`config.mk`:
```
export PLATFORM = sky130hd
export DESIGN_NAME = johnson_decoder
export DESIGN_NICKNAME = d
export VERILOG_FILES = /design/src/rtl/johnson_decoder.sv
export SDC_FILE = /design/constraint.sdc
export NUM_CORES = 1
export LEC_CHECK = 0
export BUFFER_PORTS_ARGS = -buffer_cell sky130_fd_sc_hd__clkbuf_2
export CELL_PAD_IN_SITES_DETAIL_PLACEMENT = 1
export CELL_PAD_IN_SITES_GLOBAL_PLACEMENT = 1
export CORE_MARGIN = 5
export CORE_UTILIZATION = 35
export DETAILED_ROUTE_END_ITERATION = 10
export PLACE_DENSITY_LB_ADDON = 0.1
export SLEW_MARGIN = 15
export SYNTH_ARGS = -nofsm -noshare
export SYNTH_HDL_FRONTEND = slang
export SYNTH_SLANG_ARGS = --single-unit
```
`constraint.sdc`:
```
create_clock -name Clock -period 3.9 [get_ports Clock]
set_input_delay 0.195 -clock Clock [delete_from_list [all_inputs] [get_ports Clock]]
set_output_delay 0.195 -clock Clock [all_outputs]
set_load 0.005 [all_outputs]
```
`src/rtl/johnson_decoder.sv`:
```
// Johnson-code decoder with successor tracking, lock FSM and saturating error counter.
// Optional JOHNSON_DEC_RESYNC_EN: errors in LOCKED return to HUNT instead of a sticky ERROR.
module johnson_decoder #(
    parameter int LOCK_COUNT = 2
) (
    input  logic       Clock,
    input  logic       Reset,
    input  logic [3:0] Code_in,
    input  logic       Code_valid,
    output logic [2:0] Count_out,
    output logic       Decode_valid,
    output logic       Illegal_code,
    output logic       Seq_error,
    output logic       Locked,
    output logic [7:0] Error_count
);

    typedef enum logic [1:0] {HUNT, LOCKED, ERROR} state_t;

    localparam logic [4:0] LOCK_CNT = 5'(LOCK_COUNT);

    state_t     state, state_n;
    logic [3:0] run, run_n;
    logic       ref_vld, ref_vld_n;
    logic [2:0] ref_idx, ref_idx_n;
    logic [2:0] count_n;
    logic       dv_n, ill_n, seq_n;
    logic [7:0] err_n;

    logic       legal;
    logic [2:0] idx;
    logic [2:0] nxt_idx;
    logic       succ;
    logic [4:0] run_inc;

    always_comb begin
        legal = 1'b1;
        idx   = 3'd0;
        case (Code_in)
            4'b0000: idx = 3'd0;
            4'b0001: idx = 3'd1;
            4'b0011: idx = 3'd2;
            4'b0111: idx = 3'd3;
            4'b1111: idx = 3'd4;
            4'b1110: idx = 3'd5;
            4'b1100: idx = 3'd6;
            4'b1000: idx = 3'd7;
            default: legal = 1'b0;
        endcase
    end

    // A repeated code is never a successor; 7 -> 0 wraps naturally in 3 bits.
    assign nxt_idx = ref_idx + 3'd1;
    assign succ    = ref_vld && legal && (idx == nxt_idx);
    assign run_inc = {1'b0, run} + 5'd1;

    always_comb begin
        state_n   = state;
        run_n     = run;
        ref_vld_n = ref_vld;
        ref_idx_n = ref_idx;
        count_n   = Count_out;
        dv_n      = 1'b0;
        ill_n     = 1'b0;
        seq_n     = 1'b0;
        err_n     = Error_count;
        if (Code_valid) begin
            dv_n = 1'b1;
            if (legal) count_n = idx;
            case (state)
                HUNT: begin
                    if (!legal) begin
                        run_n     = 4'd0;
                        ref_vld_n = 1'b0;
                    end else if (succ) begin
                        ref_idx_n = idx;
                        if (run_inc >= LOCK_CNT) begin
                            run_n   = 4'd0;
                            state_n = LOCKED;
                        end else begin
                            run_n = run_inc[3:0];
                        end
                    end else begin
                        run_n     = 4'd0;
                        ref_vld_n = 1'b1;
                        ref_idx_n = idx;
                    end
                end
                LOCKED: begin
                    if (succ) begin
                        ref_idx_n = idx;
                    end else begin
                        seq_n = 1'b1;
                        ill_n = !legal;
                        if (Error_count != 8'hFF) err_n = Error_count + 8'd1;
`ifdef JOHNSON_DEC_RESYNC_EN
                        state_n   = HUNT;
                        run_n     = 4'd0;
                        ref_vld_n = legal;
                        if (legal) ref_idx_n = idx;
`else
                        state_n = ERROR;
`endif
                    end
                end
                ERROR:   ;
                default: state_n = HUNT;
            endcase
        end
    end

    always_ff @(posedge Clock) begin
        if (Reset) begin
            state        <= HUNT;
            run          <= 4'd0;
            ref_vld      <= 1'b0;
            ref_idx      <= 3'd0;
            Count_out    <= 3'd0;
            Decode_valid <= 1'b0;
            Illegal_code <= 1'b0;
            Seq_error    <= 1'b0;
            Error_count  <= 8'd0;
        end else begin
            state        <= state_n;
            run          <= run_n;
            ref_vld      <= ref_vld_n;
            ref_idx      <= ref_idx_n;
            Count_out    <= count_n;
            Decode_valid <= dv_n;
            Illegal_code <= ill_n;
            Seq_error    <= seq_n;
            Error_count  <= err_n;
        end
    end

    assign Locked = (state == LOCKED);

endmodule

```
==> results of run 1 <==
==> final cells by class <==
cell class	instances	area share
inverter	9	0.0216
clock buffer	3	0.0264
multi-input combinational	113	0.520
timing repair buffer	21	0.0672
clock inverter	1	0.0192
tap	48	0.0384
sequential	24	0.307
==> Yosys cell counts, types with 2 or more instances <==
library cell,number
nand3_1,8
mux2_2,2
dfxtp_1,24
o31ai_2,2
mux2i_1,3
or4_1,3
and2_1,2
a21oi_1,11
clkbuf_1,2
o22ai_1,2
nor2_1,15
or3_1,4
o31ai_1,4
nor3_1,6
nand2b_1,3
o21ai_0,6
xor2_1,2
inv_1,9
xnor2_1,2
nand2_1,7
ha_1,4
nor4_1,2
nor2b_1,2
==> critical path, delay by kind of cell (launching register included) <==
kind	cells	cell delay (ns)
AND/OR/NAND/NOR	2	0.49
multiplexers	1	0.23
AO/OA/AOI/OAI	2	0.66
XOR/XNOR	1	0.21
flip-flops	1	0.42
==> state kept, by name (all words and copies together) (netlist names) <==
register	cells
Decode_valid	1
ref_vld	1
Illegal_code	1
Error_count	8
Count_out	3
run	4
Seq_error	1
ref_idx	3
state	2
==> path summary, 6_finish.rpt <==
| check | endpoint | cells past startpoint | slack (ns) |
|---|---|---|---|
| worst max register to register | ref_idx[2] | 6 | 1.79 |
| worst max-delay path | ref_idx[2] | 6 | 1.79 |
| worst min register to register | ref_idx[1] | 2 | 0.46 |
| worst min-delay path | Count_out[0] | 2 | 0.32 |
==> layer usage <==
metal / global-route usage / vias to the layer above
li1: - / 582
met1: 0.178 / 553
met2: 0.211 / 15
met3: 0.0291 / 5
met4: 0.0564 / 0
met5: 0 / -
==> where the power goes <==
group	switching, mW	internal (mW)
registers	0.00309	0.250
clock network	0.0857	0.137
logic	0.0424	0.0270
==> cells by family after synthesis <==
| kind of cell | Yosys count | share of synthesized area |
|---|---|---|
| compound gates | 37 | 0.213 |
| buf+inv | 14 | 0.0452 |
| xor+xnor | 6 | 0.0582 |
| simple gates | 61 | 0.253 |
| mux | 5 | 0.0388 |
| fa+ha+maj | 4 | 0.0369 |
| flops | 24 | 0.355 |
==> stage by stage <==
| stage | worst slack [ns] | cells | utilization | total power, mW |
|---|---|---|---|---|
| 6_report | 1.79 | 219 | 0.421 | 0.545 |
| 3_5_place_dp | 1.79 | 215 | 0.402 | 0.329 |
| 2_1_floorplan | 1.94 | 151 | - | 0.312 |
| 5_1_grt | 1.67 | 219 | 0.421 | 0.571 |
| 4_1_cts | 1.78 | 219 | 0.421 | 0.554 |
| 3_3_place_gp | 1.85 | 215 | 0.402 | 0.327 |
==> run_results.csv, run 1 <==
group,metric,value,unit
floorplanning,start_util,0.365,
timing,hold_ws,0.316,ns
routing,wl_met2,1550,um
clock_network,htreeDepth,1,
power,power_density,349,nW/um2
critical_path,slowest_stage,"dfxtp_1",
clock_network,clkTransAtPathRegs,0.09,ns
critical_path,slowest_delay,0.42,ns
finish,fillers,464,
critical_path,cp_data_required_time,4.07,ns
power,max-vdd-ir-drop,200,uV
timing,finClkSkew,0.00303,ns
floorplanning,core,3720,um2
routing,wl_per_cell,14.8,um
clock_network,post_cts_resized,0,
placed_design,gp_congestion,0.817,
routing,firstDrtPassIters,4,
routing,routed_wl,3250,um
timing,setup_tns,0,ns
routing,wl_met3,94,um
clock_network,root_buffer,"clkbuf_8",
timing,tightestPinTransition,0.569,ns
floorplanning,dieHeight,72.2,um
synth,async_flop_share,0,
global_route,grt_overflow_total,0,
synth,synthCells,151,
critical_path,endpoint_kind,"flip-flop",
finish,fin_area,1560,um2
routing,wl_met1,1550,um
synth,synth-edff-count,0,
critical_path,critPathLaunchType,"flip-flop",
finish,mostFrequentLayoutCells,"dfxtp_1, clkbuf_2, nor2_1, a21oi_1, inv_1",
synth,ys_types,49,
finish,fin_nets,183,
clock_network,cts_tree,"done",
job,maxCapViolCount,0,
routing,viasPerCell,5.27,
synth,syn-cell-area,1360,um2
finish,area_growth,15.4,%
clock_network,post-cts-setup-buffer-count,0,
timing,fmax,474,MHz
floorplanning,ios,22,
finish,final_common_cell,"dfxtp_1",
floorplanning,rows,22,
min_path,min_from,"Code_valid",
global_route,grt_pass1_wl,5440,um
synth,syn_avg_cell_area,8.97,um2
timing,grt_setup_unrepaired,"false",
critical_path,worst-setup-path-type,"flip-flop to flip-flop",
routing,top_layer,"met4",
synth,synth_area_leaders,"dfxtp_1, nor2_1, a21oi_1, ha_1, nand3_1",
routing,drt-initial-drc-count,78,
critical_path,crit_fanout,5,
critical_path,critPathArrivalTime,2.28,ns
timing,setup_viol,0,
critical_path,startpoint,"ref_idx[0]",
critical_path,timing.rr.start,"ref_idx[0]",
routing,route.detailed.drc,0,
routing,num_vias,1155,
floorplanning,design.die.area,5220,um2
finish,antennaDiodeCount,0,
global_route,track_usage,0.135,
finish,drive_gt1_frac,0.251,
routing,ant_nets,0,
timing,slew_viol_final,0,
finish,multi_input_area,813,um2
clock_network,clk_latency,0.27,ns
synth,syn-num-nets,162,
placed_design,post_dp_cell_area,1490,um2
placed_design,hpwl,2510,um
timing,period_needed,2.11,ns
synth,dominantRegCellSynth,"dfxtp_1",
placed_design,io_buffers,21,
synth,yosysTopAreaCellShare,0.355,
clock_network,cts_buffers,3,
clock_network,cts_buffer_depth,2,
floorplanning,die_w,72.2,um
power,p_leak,0.631,nW
global_route,antenna_found_initial,0,
global_route,grt_pass1_vias,1126,
synth,ys_seq_elements,24,
global_route,grt_max_degree,25,
clock_network,postCtsHoldBufs,0,
timing,max_slew_margin,0.618,
critical_path,path_cells,"mux2i_1 -> xor2_1 -> nand4b_2 -> o31a_1 -> or2_4 -> a32o_2",
status,status,"completed",
synth,synth_warnings,0,
timing,post-route-period-util,0.540,
synth,seq_area_frac_synth,0.355,
finish,seq_area,480,um2
timing,hold_violations,0,
clock_network,cts_num_sinks,24,
synth,synth_top_cell_by_area,"dfxtp_1",
min_path,min_path_type,"primary input to flip-flop",
Note: power is estimated with default switching activity, not from simulation.
==> run 2: changes to the inputs <==
- ABC_AREA: default -> 1
- clock period: 3.9 -> 2 ns (I/O delays scaled with it)
==> run 2 against run 1 <==
Cell area fell by 10%. Flip-flop and latch count did not move. Highest routed layer unchanged. Wire length fell by 6.1%. Register-to-register slack got worse by 1.5 ns. First-iteration DRC count fell by 45%. Critical endpoint is now Error_count[3]. Clock power rose by 21%. Clock skew barely moved.
==> run_results.csv, run 2 <==
group,metric,value,unit
timing,tightestPinTransition,0.341,ns
clock_network,clk_latency,0.33,ns
finish,area_growth,15.7,%
finish,drive_gt1_frac,0.179,
clock_network,root_buffer,"clkbuf_4",
finish,final_common_cell,"nand2_1",
clock_network,post-cts-setup-buffer-count,0,
routing,wl_per_cell,12.6,um
global_route,antenna_found_initial,0,
power,p_leak,0.680,nW
synth,yosysMostFrequentCell,"nand2_1",
synth,ys_seq_elements,24,
clock_network,cts_buffer_depth,2,
routing,ant_nets,0,
synth,syn-cell-area,1210,um2
synth,dominantRegCellSynth,"dfxtp_1",
synth,syn-num-nets,184,
clock_network,cts_buffers,3,
critical_path,r2r_end,"Error_count[3]",
synth,async_flop_share,0,
global_route,grt_pass1_wl,5220,um
critical_path,r2r_slack,0.32,ns
placed_design,io_buffers,21,
critical_path,cp_data_required_time,2.28,ns
floorplanning,start_util,0.364,
power,share_seq_of_total_power,0.572,
critical_path,critPathLaunchType,"flip-flop",
finish,mostFrequentLayoutCells,"nand2_1, dfxtp_1, inv_1, clkbuf_2, nor2_1",
placed_design,placed_cells,238,
routing,routed_wl,3050,um
placed_design,gp_congestion,0.742,
power,p_int,0.636,mW
routing,num_vias,1154,
power,max-vdd-ir-drop,233,uV
critical_path,crit_fanout,9,
timing,period_needed,1.68,ns
critical_path,r2r_cells,10,
power,p_switching,0.232,mW
clock_network,cts_num_sinks,24,
synth,seq_area_frac_synth,0.395,
routing,firstDrtPassIters,4,
timing,slew_viol_final,0,
power,combPwrFrac,0.117,
floorplanning,design.die.area,4750,um2
timing,setup_tns,0,ns
timing,grt_setup_unrepaired,"false",
finish,fin_cells,242,
power,power_density,618,nW/um2
min_path,min_path_type,"primary input to flip-flop",
synth,yosysTopAreaCellShare,0.395,
synth,syn_avg_cell_area,7.02,um2
synth,synth_common_cells,"nand2_1, dfxtp_1, inv_1",
power,switching_share,0.268,
synth,synth_warnings,0,
global_route,grt_pass1_vias,1153,
routing,route.detailed.drc,0,
routing,drt-initial-drc-count,43,
critical_path,endpoint_kind,"flip-flop",
finish,largest_register_ffs,8,
power,clkPwrFrac,0.311,
finish,final_core_util,0.421,
timing,setup_viol,0,
clock_network,htreeDepth,1,
timing,post-route-period-util,0.840,
timing,finClkSkew,0.00309,ns
critical_path,timing.rr.start,"Error_count[0]",
job,maxCapViolCount,0,
critical_path,startpoint,"Error_count[0]",
synth,synth_area_leaders,"dfxtp_1, nand2_1, inv_1, nor2_1, a21oi_1",
clock_network,post_cts_resized,0,
synth,synthCells,173,
finish,regMostFlops,"Error_count",
synth,synth_top_cell_by_area,"dfxtp_1",
synth,ys_types,23,
clock_network,postCtsHoldBufs,0,
floorplanning,dieHeight,68.9,um
global_route,grt_overflow_total,0,
floorplanning,core,3340,um2
finish,reg.largest.list,"Error_count (8), run (4)",
floorplanning,die_w,68.9,um
critical_path,worst-setup-path-type,"flip-flop to flip-flop",
floorplanning,rows,21,
finish,fin_nets,208,
critical_path,critPathArrivalTime,1.96,ns
placed_design,hpwl,2430,um
timing,fmax,596,MHz
timing,hold_ws,0.0868,ns
clock_network,cts_tree,"done",
timing,max_slew_margin,0.772,
clock_network,clkTransAtPathRegs,0.14,ns
global_route,track_usage,0.149,
routing,viasPerCell,4.77,
finish,antennaDiodeCount,0,
synth,synth-edff-count,0,
timing,hold_violations,0,
critical_path,endpoint,"Error_count[3]",
floorplanning,ios,22,
global_route,grt_max_degree,15,
status,status,"completed",
run 2: cell types whose count changed in the layout (fill, tap and decap cells not counted), sizes merged, moves of 3 or more:
cell	before	now
nand3	8	12
nor2b	3	0
or3	4	0
o21ai	7	10
nand4	0	4
inv	9	25
and2	3	0
or4	3	0
o31ai	6	0
nand2	7	48
nand2b	3	0
mux2i	3	0
a31oi	0	3
run 2: cells by family (layout without fill, tap and decap cells):
family | Yosys count | after routing | synth area share
and+or+nand+nor | 87 | 87 | 0.325
buffers and inverters | 27 | 50 | 0.0865
DFF | 24 | 24 | 0.395
adders and majority gates | 4 | 4 | 0.0412
AOI/OAI and AO/OA | 25 | 25 | 0.108
xor gates and xnor gates | 6 | 6 | 0.0433
run 2: worst max-delay path: stages, from the launching register on:
cell and delay [ns]:
dfxtp_1 0.39, ha_1 0.24, nand2_1 0.11, inv_1 0.05, nand3_1 0.10, inv_1 0.05
a31oi_1 0.22, nand2_4 0.13, o21ai_0 0.18, nand2_1 0.07, nor2_1 0.08
run 2: power by group through the flow:
stage	registers (mW)	logic (mW)	clock network, mW
after CTS	0.496	0.104	0.278
after floorplan	0.506	0.0676	0
final	0.496	0.102	0.270
after detailed placement	0.507	0.103	0
after global routing	0.498	0.117	0.298
after global placement	0.506	0.0991	0
run 2: metal layers:
layer,wire (um),GRT usage,part of all wire
met2,1460,0.249,0.48
met3,77,0.0243,0.025
met5,0,0,0
met1,1450,0.185,0.48
met4,59,0.0730,0.019
run 2: how the worst min path moves through the flow:
stage                     startpoint      endpoint  slack (ns)  cells after the start
after floorplan                Reset  Illegal_code        0.18                      1
after global placement    Code_valid      state[1]        0.43                      3
after detailed placement  Code_valid      state[1]        0.44                      3
after CTS                 Code_valid      state[1]        0.08                      3
after global routing      Code_valid      state[1]         0.1                      3
final                     Code_valid      state[1]        0.09                      3
run 2: stage by stage:
step / power, mW / setup WS [ns] / cell area, um2
3_3_place_gp: 0.605 / 0.407 / 1370
2_1_floorplan: 0.574 / 0.539 / 1210
6_report: 0.868 / 0.321 / 1410
4_1_cts: 0.878 / 0.305 / 1410
5_1_grt: 0.913 / 0.0701 / 1410
3_5_place_dp: 0.610 / 0.350 / 1370
run 2: layout make-up:
| type | count | area (um2) |
|---|---|---|
| Fill cell | 450 | 1930 |
| Inverter | 25 | 96.3 |
| Timing Repair Buffer | 21 | 105 |
| Sequential cell | 24 | 480 |
| Clock buffer | 4 | 36.3 |
| Multi-Input combinational cell | 122 | 629 |
| Tap cell | 46 | 57.6 |
